$ cat src/rtl/pipe_pkg.sv
// Shared definitions for the parametrised pipeline stage register.
// Holds stage limits, counter defaults and the per-cycle priority encoding.
package pipe_pkg;

    localparam int unsigned PIPE_MAX_STAGES    = 4;
    localparam int unsigned PIPE_DEFAULT_CNT_W = 16;

    localparam logic [1:0] PRI_RST   = 2'd0;
    localparam logic [1:0] PRI_FLUSH = 2'd1;
    localparam logic [1:0] PRI_STALL = 2'd2;
    localparam logic [1:0] PRI_LOAD  = 2'd3;

    function automatic logic [1:0] pipePriority(input logic rst, input logic flush,
                                                input logic stall);
        logic [1:0] pri;
        if (rst) begin
            pri = PRI_RST;
        end else if (flush) begin
            pri = PRI_FLUSH;
        end else if (stall) begin
            pri = PRI_STALL;
        end else begin
            pri = PRI_LOAD;
        end
        return pri;
    endfunction

endpackage

$ cat src/rtl/pipe_reg_level.sv
// One register level of the pipeline stage register.
// Control and valid clear independently of data so a bubble can keep its data bits.
module pipe_reg_level
    import pipe_pkg::*;
#(
    parameter int unsigned CTRL_W = 4,
    parameter int unsigned DATA_W = 69
) (
    input  logic              clk,
    input  logic              rst,
    input  logic              en,
    input  logic              clrCtrl,
    input  logic              clrData,
    input  logic              validIn,
    input  logic [CTRL_W-1:0] ctrlIn,
    input  logic [DATA_W-1:0] dataIn,
    output logic              validOut,
    output logic [CTRL_W-1:0] ctrlOut,
    output logic [DATA_W-1:0] dataOut
);

    always_ff @(posedge clk) begin
        if (rst || clrCtrl) begin
            validOut <= 1'b0;
            ctrlOut  <= '0;
        end else if (en) begin
            validOut <= validIn;
            // Control of an invalid entry is stored as zero so it can never leak downstream.
            ctrlOut  <= validIn ? ctrlIn : '0;
        end
    end

    always_ff @(posedge clk) begin
        if (rst || clrData) begin
            dataOut <= '0;
        end else if (en) begin
            dataOut <= dataIn;
        end
    end

endmodule

$ cat src/rtl/pipe_stage_reg.sv
// Parametrised inter-stage pipeline register with stall/flush handling
// and saturating stall/bubble event counters.
module pipe_stage_reg
    import pipe_pkg::*;
#(
    parameter int unsigned CTRL_W     = 4,
    parameter int unsigned DATA_W     = 69,
    parameter int unsigned STAGES     = 1,
    parameter int unsigned FLUSH_DATA = 0,
    parameter int unsigned CNT_W      = PIPE_DEFAULT_CNT_W
) (
    input  logic              clk,
    input  logic              rst,
    input  logic              stall,
    input  logic              flush,
    input  logic              valid_d,
    input  logic [CTRL_W-1:0] ctrl_d,
    input  logic [DATA_W-1:0] data_d,
    output logic              valid_q,
    output logic [CTRL_W-1:0] ctrl_q,
    output logic [DATA_W-1:0] data_q,
    output logic [CNT_W-1:0]  stall_cnt,
    output logic [CNT_W-1:0]  bubble_cnt
);

    if (STAGES < 1 || STAGES > PIPE_MAX_STAGES) begin : gBadStages
        $error("pipe_stage_reg: STAGES=%0d outside 1..%0d", STAGES, PIPE_MAX_STAGES);
    end

    logic [1:0] pri;
    assign pri = pipePriority(rst, flush, stall);

    // Index 0 is the stage input; index i+1 is the output of level i.
    logic              lvlValid [STAGES+1];
    logic [CTRL_W-1:0] lvlCtrl  [STAGES+1];
    logic [DATA_W-1:0] lvlData  [STAGES+1];

    assign lvlValid[0] = valid_d;
    assign lvlCtrl[0]  = ctrl_d;
    assign lvlData[0]  = data_d;

    for (genvar i = 0; i < STAGES; i++) begin : gLevel
        logic en;
        logic clrCtrl;
        logic clrData;

        if (i == 0) begin : gHead
            assign en      = (pri == PRI_LOAD);
            assign clrCtrl = (pri == PRI_FLUSH);
            assign clrData = (pri == PRI_FLUSH) && (FLUSH_DATA != 0);
        end else begin : gBody
            // Downstream levels keep advancing during a flush so the bubble moves on.
            assign en      = (pri == PRI_LOAD) || (pri == PRI_FLUSH);
            assign clrCtrl = 1'b0;
            assign clrData = 1'b0;
        end

        pipe_reg_level #(
            .CTRL_W(CTRL_W),
            .DATA_W(DATA_W)
        ) uLevel (
            .clk     (clk),
            .rst     (rst),
            .en      (en),
            .clrCtrl (clrCtrl),
            .clrData (clrData),
            .validIn (lvlValid[i]),
            .ctrlIn  (lvlCtrl[i]),
            .dataIn  (lvlData[i]),
            .validOut(lvlValid[i+1]),
            .ctrlOut (lvlCtrl[i+1]),
            .dataOut (lvlData[i+1])
        );
    end

    assign valid_q = lvlValid[STAGES];
    assign ctrl_q  = lvlValid[STAGES] ? lvlCtrl[STAGES] : '0;
    assign data_q  = lvlData[STAGES];

    logic [CNT_W-1:0] stallCnt;
    logic [CNT_W-1:0] bubbleCnt;

    always_ff @(posedge clk) begin
        if (pri == PRI_RST) begin
            stallCnt  <= '0;
            bubbleCnt <= '0;
        end else if (pri == PRI_FLUSH) begin
            if (bubbleCnt != '1) begin
                bubbleCnt <= bubbleCnt + CNT_W'(1);
            end
        end else if (pri == PRI_STALL) begin
            if (stallCnt != '1) begin
                stallCnt <= stallCnt + CNT_W'(1);
            end
        end
    end

    assign stall_cnt  = stallCnt;
    assign bubble_cnt = bubbleCnt;

endmodule
$ cat config.mk
export PLATFORM = sky130hd
export DESIGN_NAME = pipe_stage_reg
export DESIGN_NICKNAME = d
export VERILOG_FILES = /design/src/rtl/pipe_pkg.sv /design/src/rtl/pipe_reg_level.sv /design/src/rtl/pipe_stage_reg.sv
export SDC_FILE = /design/constraint.sdc
export NUM_CORES = 1
export LEC_CHECK = 0
export BUFFER_PORTS_ARGS = -buffer_cell sky130_fd_sc_hd__buf_4
export CORE_MARGIN = 2
export CORE_UTILIZATION = 47
export CTS_CLUSTER_DIAMETER = 150
export DETAILED_ROUTE_END_ITERATION = 8
export PLACE_DENSITY = 0.79
export SKIP_LAST_GASP = 1
export SYNTH_ARGS = -nofsm -noshare
export SYNTH_HDL_FRONTEND = slang
export SYNTH_SLANG_ARGS = --single-unit
$ cat constraint.sdc
create_clock -name clk -period 2.5 [get_ports clk]
set_clock_uncertainty 0.2 [all_clocks]
set_input_delay 0.25 -clock clk [delete_from_list [all_inputs] [get_ports clk]]
set_output_delay 0.25 -clock clk [all_outputs]
set_load 0.02 [all_outputs]
==> results.py <==
metrics = {
    "power_and_ir_drop": {
        "vdd_drop_max_uv": 361,
        "p_leak_uw": 0.00276,
        "p_per_area_nw_per_um2": 514,
    },
    "synth": {
        "synth_edf_count": 0,
        "syn_avg_cell_area_um2": 8.16,
        "netlist.area_leader.share_pct": 49.7,
        "ys_warn_count": 0,
        "synth_area_leader_cell": "dfxtp_1",
        "synth_compound_area_share_pct": 16.3,
        "synth_fp_nets": 603,
        "yosys.area_share.simple_pct": 26.8,
        "synthFlopType": "dfxtp_1",
        "synthArstFlopShare_pct": 0,
        "ys_types": 46,
        "yosysSeqAreaShare_pct": 49.7,
        "synth_area_leaders": "dfxtp_1 50%, nand2_1 14%, o21ai_0 8.9%, a21oi_1 2.8%, nor2_1 1.7%",
        "synth_cells": 523,
        "syn_area_um2": 4270,
        "synthXorXnorAreaFrac_pct": 0,
        "postSynthRegisterBits": 106,
        "muxShareOfSynthArea_pct": 2.02,
        "synthAdderAreaFrac_pct": 0.587,
        "synth_top_family_by_area": "simple AND/OR/NAND/NOR gates",
    },
    "placed_design": {
        "portBuffers": 183,
        "pre_cts_slack_ns": 0.372,
        "hpwlAfterDp_um": 8090,
        "placed_area_um2": 5650,
        "gp_congestion": 0.843,
    },
    "cells_and_area": {
        "drive_gt1_share_pct": 28.3,
        "stdcell_area_um2": 6550,
        "final-seq-area_um2": 2120,
        "nNetsFinal": 838,
        "diodes": 0,
        "postLayoutCoreUtil_pct": 74.7,
        "multiInputGateArea_um2": 1960,
        "syn_to_final_growth_pct": 53.4,
        "fillers": 612,
    },
    "grt": {
        "overflow": 0,
        "grt_max_degree": 101,
        "grt_antenna_before_repair": 0,
        "grt_pass1_wl_um": 21400,
        "grt_pass1_vias": 4514,
        "gr-usage-all-layers_pct": 26.5,
    },
    "clock_network": {
        "cts_hold_buffers": 70,
        "insertion_delay_ns": 0.36,
        "h-tree-depth": 3,
        "ctsRootBufferMaster": "clkbuf_8",
        "cts_tree": "built",
        "clkTransAtPathRegs_ns": 0.11,
        "numCtsBuffers": 9,
        "ctsResizeCount": 0,
        "cts.path.max_buffers": 2,
        "postCtsSetupBuffers": 0,
        "clock_sinks": 106,
    },
    "job": {
        "cap_violations": 0,
    },
    "worst_setup_path": {
        "setup.worst_path.start": "stall_cnt[0]",
        "worst_ep_required_time_ns": 2.55,
        "worstPathMaxFanout": 16,
        "regToRegSetupSlack_ns": 0.35,
        "endpoint_kind": "flip-flop",
        "crit_type": "flip-flop to flip-flop",
        "reg2reg_to": "stall_cnt[9]",
        "rr_worst_depth": 5,
        "crit_chain": "ha_1 > and3_1 > and4_1 > nor4_1 > mux2_2",
        "rr_startpoint": "stall_cnt[0]",
        "critPathBufInv": 0,
        "critPathSlowestCell": "dfxtp_1",
        "crit_family": "simple AND/OR/NAND/NOR gates",
        "slowest_delay_ns": 0.36,
        "arrival_ns": 2.20,
        "critPathLaunchType": "flip-flop",
    },
    "detailed_routing": {
        "wl_per_cell_um": 15.3,
        "num_vias": 4621,
        "firstDrtPassIters": 5,
        "drc": 0,
        "drt_iter0_drc": 179,
        "via_per_inst": 5.31,
        "wl_um": 13300,
        "ant_nets": 0,
    },
    "worst_hold_path": {
        "hp-start": "rst",
        "min_to": "stall_cnt[13]",
        "holdPathStages": 2,
        "hold_class": "primary input to flip-flop",
    },
    "sta": {
        "layout_worst_path_cycle_share_pct": 86.1,
        "slew_viol_final": 0,
        "fmax_ghz": 0.465,
        "setup_viol": 0,
        "hold_viol": 0,
        "worst_slack_ns": 0.347,
        "worst_slew_pin_slew_ns": 0.452,
        "rsz0062_at_grt": "false",
        "slew_headroom_pct": 69.8,
        "period_minus_slack_ns": 2.15,
        "tns_ns": 0,
        "whs_ns": 0.0378,
    },
    "die": {
        "die_area_um2": 9860,
        "core_area_um2": 8760,
        "row_count": 34,
        "die_h_um": 99.3,
        "pin_count": 184,
        "start_util_pct": 48.7,
        "die_w_um": 99.3,
    },
    "outcome": {
        "status": "finished, final reports clean",
    },
}
-- area by class of cell --
cell class	count	share of cell area (%)
Clock buffer	11	2.16
Clock inverter	4	0.803
Sequential cell	106	32.4
Tap cell	108	2.06
Timing Repair Buffer	258	32.5
Multi-Input combinational cell	380	29.9
Inverter	3	0.172
-- registers in the layout, indices dropped and copies added (netlist names) --
signal,count
stall_cnt,16
gLevel.uLevel.ctrlOut,4
bubble_cnt,16
gLevel.uLevel.validOut,1
gLevel.uLevel.dataOut,69
-- per-stage QoR --
stage | power, uW | std cells
2_1_floorplan | 2030 | 523
3_3_place_gp | 2240 | 785
3_5_place_dp | 2250 | 785
4_1_cts | 3370 | 870
5_1_grt | 3490 | 870
6_report | 3370 | 870
-- power breakdown --
part           leakage (uW)  switching (uW)  total [uW]  internal [uW]
logic               0.00181             253         520            267
clock network     0.0000877             563        1050            486
registers          0.000864            42.0        1800           1750
-- layout by cell type, fill, tap and decap left out, types with 8 or more instances in the layout --
cell | synthesis | layout
nand3_1 | 8 | 8
buf_4 | 2 | 187
dfxtp_1 | 106 | 106
nand4_1 | 9 | 9
dlygate4sd3_1 | 0 | 70
o21ai_0 | 76 | 76
a21oi_1 | 24 | 24
nand2_1 | 156 | 156
nor2_1 | 19 | 18
clkbuf_8 | 2 | 10
-- layer usage --
layer,GRT usage (%),part of all wire [%],routed length [um]
met1,33.3,41,5500
met4,10.9,2.6,339
met2,43.4,48,6410
met3,6.89,7.8,1030
met5,0,0,0
-- synth_stat cells, types with 2 or more instances --
library cell and count:
o311ai_0 3, and4_1 6, and2b_2 3, a211oi_1 2, a311oi_1 3, nor2_1 19, nor3_1 4, clkbuf_1 17
mux2_2 4, nor2b_1 4, inv_1 3, and2_1 5, nand3_1 8, ha_1 2, or4_1 7, buf_2 10
buf_6 2, or2_2 2, o41ai_1 4, or3_1 6, nor4_1 2, nand2_1 156, a21oi_1 24, buf_4 2
o31ai_1 6, mux2i_1 3, dfxtp_1 106, clkbuf_8 2, o21ai_0 76, nand4_1 9, o21ai_1 3, and3_1 6
-- cells by family (layout without fill, tap and decap cells) --
family / Yosys count / count (layout)
and+or+nand+nor: 245 / 245
adders and majority gates: 2 / 2
buffers and inverters: 37 / 276
AOI/OAI and AO/OA: 125 / 125
muxes: 8 / 8
DFF: 106 / 106
-- worst max path at each step --
stage	depth (start not counted)	slack [ns]	to
floorplan	6	0.43	stall_cnt[9]
global placement	5	0.40	stall_cnt[9]
detailed placement	5	0.37	stall_cnt[9]
CTS	5	0.36	stall_cnt[9]
global route	5	0.20	bubble_cnt[4]
finish	5	0.35	stall_cnt[9]
Power figures use the tool's default switching activity.
